$ cat src/rtl/kbd_event_ctrl.sv
// PS/2 keyboard receiver: synchronises raw kbdclk/kbddata, frames 11-bit packets,
// folds E0/F0 prefixes into key events and queues them behind a valid/ready port.
module kbd_event_ctrl #(
    parameter int unsigned TIMEOUT_CYC = 5000,
    parameter int unsigned FIFO_DEPTH  = 4
) (
    input  logic       clk,
    input  logic       rst_n,
    input  logic       kbdclk,
    input  logic       kbddata,
    output logic       ev_valid,
    input  logic       ev_ready,
    output logic [7:0] ev_code,
    output logic       ev_break,
    output logic       ev_ext,
    output logic       frame_err,
    output logic       overflow,
    output logic       busy
);

    localparam int unsigned WD_W  = (TIMEOUT_CYC > 2) ? $clog2(TIMEOUT_CYC) : 1;
    localparam int unsigned PTR_W = (FIFO_DEPTH > 2) ? $clog2(FIFO_DEPTH) : 1;
    localparam int unsigned CNT_W = PTR_W + 1;

    typedef enum logic [1:0] {
        S_IDLE,
        S_DATA,
        S_PARITY,
        S_STOP
    } state_t;

    // Input synchroniser and edge detect
    logic kclk_meta_q, kclk_sync_q, kclk_prev_q;
    logic kdat_meta_q, kdat_sync_q;
    logic fall;

    // Frame FSM
    state_t            state_q, state_d;
    logic [2:0]        cnt_q, cnt_d;
    logic [7:0]        shift_q, shift_d;
    logic              par_q, par_d;
    logic [WD_W-1:0]   wdog_q, wdog_d;
    logic              byte_stb_q, byte_stb_d;
    logic              frame_err_q, frame_err_d;

    // Decoder and FIFO
    logic              pend_ext_q, pend_ext_d;
    logic              pend_brk_q, pend_brk_d;
    logic [9:0]        mem_q [FIFO_DEPTH];
    logic [9:0]        mem_d [FIFO_DEPTH];
    logic [PTR_W-1:0]  wr_ptr_q, wr_ptr_d;
    logic [PTR_W-1:0]  rd_ptr_q, rd_ptr_d;
    logic [CNT_W-1:0]  count_q, count_d;
    logic              push_req, push, pop, full;
    logic              is_e0, is_f0;

    assign fall = kclk_prev_q & ~kclk_sync_q;

    always_comb begin
        state_d     = state_q;
        cnt_d       = cnt_q;
        shift_d     = shift_q;
        par_d       = par_q;
        byte_stb_d  = 1'b0;
        frame_err_d = 1'b0;

        if (state_q == S_IDLE || fall) begin
            wdog_d = '0;
        end else begin
            wdog_d = wdog_q + WD_W'(1);
        end

        case (state_q)
            S_IDLE: begin
                if (fall && !kdat_sync_q) begin
                    state_d = S_DATA;
                    cnt_d   = '0;
                    shift_d = '0;
                end
            end
            S_DATA: begin
                if (fall) begin
                    shift_d[cnt_q] = kdat_sync_q;
                    cnt_d          = cnt_q + 3'd1;
                    if (cnt_q == 3'd7) begin
                        state_d = S_PARITY;
                    end
                end
            end
            S_PARITY: begin
                if (fall) begin
                    par_d   = kdat_sync_q;
                    state_d = S_STOP;
                end
            end
            S_STOP: begin
                if (fall) begin
                    if ((^{shift_q, par_q}) && kdat_sync_q) begin
                        byte_stb_d = 1'b1;
                    end else begin
                        frame_err_d = 1'b1;
                    end
                    state_d = S_IDLE;
                end
            end
            default: state_d = S_IDLE;
        endcase

        // Watchdog overrides any in-frame progress and discards the partial byte
        if (state_q != S_IDLE && !fall && wdog_q == WD_W'(TIMEOUT_CYC - 1)) begin
            state_d     = S_IDLE;
            frame_err_d = 1'b1;
            shift_d     = '0;
            wdog_d      = '0;
        end
    end

    assign is_e0    = (shift_q == 8'hE0);
    assign is_f0    = (shift_q == 8'hF0);
    assign push_req = byte_stb_q && !is_e0 && !is_f0;
    assign ev_valid = (count_q != '0);
    assign full     = (count_q == CNT_W'(FIFO_DEPTH));
    assign pop      = ev_valid && ev_ready;
    assign push     = push_req && (!full || pop);

    always_comb begin
        pend_ext_d = pend_ext_q;
        pend_brk_d = pend_brk_q;
        if (frame_err_q) begin
            pend_ext_d = 1'b0;
            pend_brk_d = 1'b0;
        end else if (byte_stb_q) begin
            if (is_e0) begin
                pend_ext_d = 1'b1;
            end else if (is_f0) begin
                pend_brk_d = 1'b1;
            end else begin
                // Flags clear even when the event is dropped on overflow
                pend_ext_d = 1'b0;
                pend_brk_d = 1'b0;
            end
        end
    end

    always_comb begin
        mem_d    = mem_q;
        wr_ptr_d = wr_ptr_q;
        rd_ptr_d = rd_ptr_q;
        count_d  = count_q;
        if (push) begin
            mem_d[wr_ptr_q] = {shift_q, pend_brk_q, pend_ext_q};
            wr_ptr_d        = wr_ptr_q + PTR_W'(1);
        end
        if (pop) begin
            rd_ptr_d = rd_ptr_q + PTR_W'(1);
        end
        case ({push, pop})
            2'b10:   count_d = count_q + CNT_W'(1);
            2'b01:   count_d = count_q - CNT_W'(1);
            default: count_d = count_q;
        endcase
    end

    always_ff @(posedge clk) begin
        if (!rst_n) begin
            kclk_meta_q <= 1'b1;
            kclk_sync_q <= 1'b1;
            kclk_prev_q <= 1'b1;
            kdat_meta_q <= 1'b1;
            kdat_sync_q <= 1'b1;
            state_q     <= S_IDLE;
            cnt_q       <= '0;
            shift_q     <= '0;
            par_q       <= 1'b0;
            wdog_q      <= '0;
            byte_stb_q  <= 1'b0;
            frame_err_q <= 1'b0;
            pend_ext_q  <= 1'b0;
            pend_brk_q  <= 1'b0;
            wr_ptr_q    <= '0;
            rd_ptr_q    <= '0;
            count_q     <= '0;
            for (int unsigned i = 0; i < FIFO_DEPTH; i++) begin
                mem_q[i] <= '0;
            end
        end else begin
            kclk_meta_q <= kbdclk;
            kclk_sync_q <= kclk_meta_q;
            kclk_prev_q <= kclk_sync_q;
            kdat_meta_q <= kbddata;
            kdat_sync_q <= kdat_meta_q;
            state_q     <= state_d;
            cnt_q       <= cnt_d;
            shift_q     <= shift_d;
            par_q       <= par_d;
            wdog_q      <= wdog_d;
            byte_stb_q  <= byte_stb_d;
            frame_err_q <= frame_err_d;
            pend_ext_q  <= pend_ext_d;
            pend_brk_q  <= pend_brk_d;
            wr_ptr_q    <= wr_ptr_d;
            rd_ptr_q    <= rd_ptr_d;
            count_q     <= count_d;
            mem_q       <= mem_d;
        end
    end

    assign ev_code   = mem_q[rd_ptr_q][9:2];
    assign ev_break  = mem_q[rd_ptr_q][1];
    assign ev_ext    = mem_q[rd_ptr_q][0];
    assign frame_err = frame_err_q;
    assign overflow  = push_req && !push;
    assign busy      = (state_q != S_IDLE);

endmodule
$ cat config.mk
export PLATFORM = sky130hd
export DESIGN_NAME = kbd_event_ctrl
export DESIGN_NICKNAME = d
export VERILOG_FILES = /design/src/rtl/kbd_event_ctrl.sv
export SDC_FILE = /design/constraint.sdc
export NUM_CORES = 1
export LEC_CHECK = 0
export CAP_MARGIN = 20
export CORE_UTILIZATION = 60
export DETAILED_ROUTE_END_ITERATION = 8
export PLACE_DENSITY = 0.79
export SKIP_CTS_REPAIR_TIMING = 1
export SKIP_LAST_GASP = 1
export SLEW_MARGIN = 40
export SYNTH_ARGS = -nofsm -noshare
export SYNTH_HDL_FRONTEND = slang
export SYNTH_SLANG_ARGS = --single-unit
export TNS_END_PERCENT = 100
$ cat constraint.sdc
create_clock -name clk -period 3.4 [get_ports clk]
set_input_delay 0.68 -clock clk [delete_from_list [all_inputs] [get_ports clk]]
set_output_delay 0.68 -clock clk [all_outputs]
set_load 0.01 [all_outputs]
==> results of run 1 <==
## layout make-up
type | count | area [sq um]
Inverter | 14 | 52.6
Clock inverter | 6 | 90.1
Multi-Input combinational cell | 267 | 2170
Tap cell | 77 | 96.3
Timing Repair Buffer | 21 | 203
Sequential cell | 83 | 1660
Clock buffer | 10 | 128
Fill cell | 480 | 1980
## final timing paths
kind | startpoint | end | slack, ps
setup / recovery | shift_q[5]$_SDFFE_PP0P_ | overflow | 320
hold / removal | kdat_meta_q$_SDFF_PN1_ | kdat_sync_q$_SDFF_PN1_ | 410
setup reg to reg | shift_q[5]$_SDFFE_PP0P_ | count_q[2]$_SDFFE_PN0P_ | 580
hold reg to reg | kdat_meta_q$_SDFF_PN1_ | kdat_sync_q$_SDFF_PN1_ | 410
## Yosys cell counts, drive strengths merged
cell type,n,area share (%)
xor2,11,2.4
a21oi,18,2.3
nand2,18,1.7
or3,5,0.79
or3b,2,0.44
or4b,1,0.25
and4,3,0.66
nand3b,2,0.38
mux4,10,5.7
clkbuf,14,1.3
xnor3,2,1.1
nor2b,47,7.4
a21boi,4,0.76
nor4bb,1,0.25
fa,1,0.50
xnor2,6,1.3
buf,10,2.0
nor4,3,0.47
mux2i,44,11
o31a,1,0.22
o31ai,1,0.54
nand3,7,0.88
a222oi,1,0.25
o21ai,14,1.8
dfxtp,83,42
nand2b,6,0.94
nand4bb,1,0.28
ha,13,4.1
or2,2,0.31
clkinv,1,0.094
and2,8,1.3
o2111ai,6,2.0
inv,13,1.2
o22ai,1,0.16
a211oi,1,0.19
a31oi,2,0.31
nand4,5,0.79
nor2,19,1.8
o211ai,1,0.31
## worst max-delay path: cells and delay by family, from the launching register on
family | cells | cell delay [ps]
AND/OR/NAND/NOR | 2 | 610
buffers and inverters | 1 | 490
flip-flops | 1 | 480
AO/OA/AOI/OAI | 1 | 470
## cell families after synthesis
family / after synthesis / synth area share, %
buffers and inverters: 38 / 4.66
flip-flops: 83 / 41.8
adder cells (fa/ha/maj): 14 / 4.60
AND/OR/NAND/NOR: 130 / 18.6
AO/OA/AOI/OAI: 50 / 8.72
multiplexers: 54 / 16.7
XOR/XNOR: 19 / 4.88
## metal layers
layer	vias to the layer above	track usage [%]	part of all wire (%)
met4	0	10.5	2.1
li1	1363	-	-
met2	49	36.6	49
met3	12	5.27	3.6
met1	1252	27.8	46
met5	-	0	0
## per-stage QoR
step	util (%)	hold slack [ps]	worst slack [ps]
2_1_floorplan	-	386	724
3_3_place_gp	64.9	391	331
3_5_place_dp	65.0	396	231
4_1_cts	68.4	417	382
5_1_grt	69.0	436	175
6_report	69.0	415	324
## registers in the layout, indices dropped and copies added, names as in the netlist
register / flops
mem_q: 40
wdog_q: 13
shift_q: 8
cnt_q: 3
count_q: 3
rd_ptr_q: 2
state_q: 2
wr_ptr_q: 2
byte_stb_q: 1
frame_err: 1
kclk_meta_q: 1
kclk_prev_q: 1
kclk_sync_q: 1
kdat_meta_q: 1
kdat_sync_q: 1
par_q: 1
pend_brk_q: 1
pend_ext_q: 1
## power breakdown
group | leakage (nW) | switching (mW) | total, mW | internal [mW]
clock | 0.106 | 0.357 | 0.772 | 0.415
combinational | 1.01 | 0.0882 | 0.148 | 0.0594
sequential | 0.669 | 0.00847 | 0.990 | 0.981
## layout by cell type (no fill, tap or decap), types with 11 or more instances in the layout
cell / synthesis / routed
sky130_fd_sc_hd__dfxtp_1: 83 / 83
sky130_fd_sc_hd__nor2b_1: 47 / 47
sky130_fd_sc_hd__mux2i_1: 44 / 44
sky130_fd_sc_hd__nor2_1: 19 / 19
sky130_fd_sc_hd__nand2_1: 18 / 18
sky130_fd_sc_hd__a21oi_1: 18 / 18
sky130_fd_sc_hd__clkdlybuf4s50_1: 0 / 18
sky130_fd_sc_hd__inv_1: 13 / 13
sky130_fd_sc_hd__o21ai_0: 14 / 13
sky130_fd_sc_hd__ha_1: 13 / 13
sky130_fd_sc_hd__xor2_1: 11 / 11
==> metrics.cfg, run 1 <==
[timing]
fin_crit_sh_pct = 90.5
max_clock_freq_mhz = 325
setup-violations-final = 0
tightest_slew_ps = 656
finalSetupTns_ps = 0
final-max-slew-violation-count = 0
final.min_clock_period_ps = 3080
final_setup_skew_ps = 13.9
grt_setup_unrepaired = no
report.final.hold_viol_count = 0
maxSlewHeadroom_pct = 55.8

[floorplanning]
die_area_sq_mm = 0.00695
die_height_um = 83.4
core_area_sq_mm = 0.00639
initial_utilization_pct = 62.2
die_width_um = 83.4
row_count = 29
num_io_pins = 19

[clock_network]
cts_buffers = 9
max-clock-path-buffers = 2
cts_tree = yes
clk_transition_reported_paths_ps = 80
cts-htree-levels = 3
tritoncts_num_sinks = 83
clock_latency_ps = 360
cts.root.buffer_cell = sky130_fd_sc_hd__clkbuf_8

[job]
cap_viol_max_count = 0

[placement]
gp_routability_congestion = 0.783
placement.cell_area_sq_mm = 0.00415
port_buffers = 18
hpwl_mm = 4.73
placed_cells_incl_taps = 462

[synthesis]
synth_seq_area_share_pct = 41.8
post_synth_num_cell_types = 44
syn-cell-area_sq_mm = 0.00398
synth_nets = 407
yosys_warnings = 0
synth_area_per_cell_sq_um = 10.2
synth_seq_cells = 83
cell_count_after_synthesis = 388

[run_status]
outcome = complete, no violations

[critical_path]
crit_path_cell_trace = nand4bb_1, o21ai_0, nor2_1, clkdlybuf4s50_1
r2r.worst_path.cells = 8
timing_worst_setup_path_type = reg2out
critPathCaptureType = output pin
cp_slowest_cell = sky130_fd_sc_hd__nand4bb_1
timing.critical_path.fanout_max = 7
critical-path-max-stage-delay_ps = 520
critical_path_required_ps = 2720
critPathArrivalTime_ps = 2400
cp-start-kind = flip-flop

[finish]
nets = 415
drive_above_1_share_pct = 8.73
final_area_sq_mm = 0.00440
final_antenna_diode_count = 0
layoutNonFillerInstCount = 478
area_growth_pct = 10.8

[routing]
vias_per_cell = 5.60
initialDrtViolationCount = 139
finalWirelength_mm = 7.08
post_drt_wl_per_cell_um = 14.8
vias = 2676
drcViolationCount = 0
antenna_left = 0
drtPass1Iterations = 4

[global_route]
gr-usage-all-layers_pct = 22.3
number_of_global_route_vias_before_repair = 2688
grt_antenna_before_repair = 0
pin_count_of_the_biggest_net_entering_global_routing = 49
overflow_left_after_global_routing = 0
grt_pass1_wl_mm = 12.4

[power_and_ir_drop]
totalPowerFinal_mw = 1.91
static_power_due_to_leakage_nw = 1.79
power_density_mw_per_mm2 = 434
vdd.ir_drop.worst_mv = 0.375

[worst_hold_path]
worst_hold_check_path_type = reg2reg
hold_depth = 1

No activity file was read; power rests on OpenSTA's default activity.
==> run 2: changes to the inputs <==
==> constraint.sdc (replaced) <==
create_clock -name clk -period 3.3 [get_ports clk]
set_input_delay 0.66 -clock clk [delete_from_list [all_inputs] [get_ports clk]]
set_output_delay 0.66 -clock clk [all_outputs]
set_load 0.01 [all_outputs]
==> metrics.cfg, run 2 (synthesis gave the netlist of run 1 again) <==
[routing]
topRoutingLayerUsed = met4
finalWirelength_mm = 7.07
antenna_left = 0
post_drt_wl_per_cell_um = 14.7
drtPass1Iterations = 5
met3_length_um = 218
initialDrtViolationCount = 166
wl_met1_mm = 3.42
met2_wirelength_mm = 3.33
vias = 2645
drcViolationCount = 0
vias_per_cell = 5.51

[power_and_ir_drop]
static_power_due_to_leakage_nw = 1.78
power_density_mw_per_mm2 = 431
vdd.ir_drop.worst_mv = 0.280

[finish]
final_antenna_diode_count = 0
nets = 417
register_area_sq_mm = 0.00166
largest_reg_flops = 40
reg_top3 = mem_q (40), wdog_q (13), shift_q (8)
multiInputGateArea_sq_mm = 0.00217
commonest_non_fill_non_tap_cells_in_the_layout = sky130_fd_sc_hd__dfxtp_1 (83), sky130_fd_sc_hd__nor2b_1 (47), sky130_fd_sc_hd__mux2i_1 (44), sky130_fd_sc_hd__nor2_1 (19)
layout.cells.most_common = sky130_fd_sc_hd__dfxtp_1
final_area_sq_mm = 0.00440
top_register_by_number_of_flip_flops = mem_q
layout.filler_cells = 474
drive_above_1_share_pct = 9.43
area_growth_pct = 10.8

[floorplanning]
die_width_um = 83.4
core_area_sq_mm = 0.00639
row_count = 29
die_height_um = 83.4
num_io_pins = 19
initial_utilization_pct = 62.2
die_area_sq_mm = 0.00695

[critical_path]
critical-path-top-delay-family = simple AND/OR/NAND/NOR gates
timing_worst_setup_path_type = reg2out
path_buf_inv = 1
critPathArrivalTime_ps = 2390
critical-path-max-stage-delay_ps = 530
timing.critical_path.fanout_max = 7
crit_path_cell_trace = nand4bb_1, o21ai_0, nor2_1, clkdlybuf4s50_1
critPathCaptureType = output pin
cp_slowest_cell = sky130_fd_sc_hd__nand4bb_1
critical_path_required_ps = 2640
cp-start-kind = flip-flop

[timing]
report.final.hold_viol_count = 0
finalSetupTns_ps = 0
grt_setup_unrepaired = no
final-max-slew-violation-count = 0
hold_ws_ps = 411
final_setup_skew_ps = 10.5
final.min_clock_period_ps = 3050
max_clock_freq_mhz = 328
setup-violations-final = 0
tightest_slew_ps = 645
maxSlewHeadroom_pct = 56.6
fin_crit_sh_pct = 92.5

[run_status]
outcome = complete, no violations

[clock_network]
max-clock-path-buffers = 2
tritoncts_num_sinks = 83
cts.root.buffer_cell = sky130_fd_sc_hd__clkbuf_8
clk_transition_reported_paths_ps = 80
cts_tree = yes
cts_buffers = 9
clock_latency_ps = 350
cts-htree-levels = 3

[job]
cap_viol_max_count = 0

[placement]
placement.cell_area_sq_mm = 0.00417
gp_routability_congestion = 0.776
port_buffers = 18
hpwl_mm = 4.74

[worst_hold_path]
worst_hold_check_path_type = reg2reg

[global_route]
grt_antenna_before_repair = 0
grt_pass1_wl_mm = 12.1
pin_count_of_the_biggest_net_entering_global_routing = 49
number_of_global_route_vias_before_repair = 2500
overflow_left_after_global_routing = 0
gr-usage-all-layers_pct = 22.0

## run 2: changes by cell type in the layout (fill, tap and decap cells not counted), sizes merged
cell / change
inv: +1
clkbuf: -1
clkinv: -2
clkinvlp: +3
bufinv: -1
buf: +2
## run 2: stage by stage
stage	power [mW]	util, %	setup WS [ps]	std cells
after floorplan	1.16	-	644	388
after global placement	1.19	65.1	251	464
after detailed placement	1.20	65.3	203	464
after CTS	1.92	68.4	326	480
after global routing	1.99	68.9	98.9	480
final	1.90	68.9	248	480
## run 2: final timing paths
path | startpoint | endpoint | slack (ps) | cells past startpoint
hold / removal | kdat_meta_q$_SDFF_PN1_ | kdat_sync_q$_SDFF_PN1_ | 410 | 1
setup / recovery | shift_q[7]$_SDFFE_PP0P_ | overflow | 250 | 4
hold reg to reg | kdat_meta_q$_SDFF_PN1_ | kdat_sync_q$_SDFF_PN1_ | 410 | 1
setup reg to reg | shift_q[7]$_SDFFE_PP0P_ | count_q[2]$_SDFFE_PN0P_ | 490 | 8
## run 2: area by class of cell
class / count / area share, %
flip-flops and latches: 83 / 37.7
multi-input cells: 267 / 49.4
clock inverters: 7 / 1.76
repair buffers: 23 / 4.94
clock buffers: 9 / 2.81
well taps: 77 / 2.19
inverters: 14 / 1.19
## run 2: report_power, final
group,switching (mW),internal (mW)
registers,0.00895,1.01
logic,0.0898,0.0619
clock network,0.374,0.353
## run 2: worst reg2reg max path, cell delays in order, from the launching register on
cell and delay (ps):
sky130_fd_sc_hd__dfxtp_1 490, sky130_fd_sc_hd__nand4bb_1 530, sky130_fd_sc_hd__o211ai_2 440, sky130_fd_sc_hd__ha_1 230, sky130_fd_sc_hd__inv_1 60, sky130_fd_sc_hd__fa_1 370, sky130_fd_sc_hd__xor2_1 160, sky130_fd_sc_hd__or3_1 310
sky130_fd_sc_hd__a21boi_0 160
## run 2: per-layer routing
metal,track usage [%],up-vias
li1,-,1370
met1,28.8,1233
met2,35.2,36
met3,4.77,6
met4,9.40,0
met5,0,-
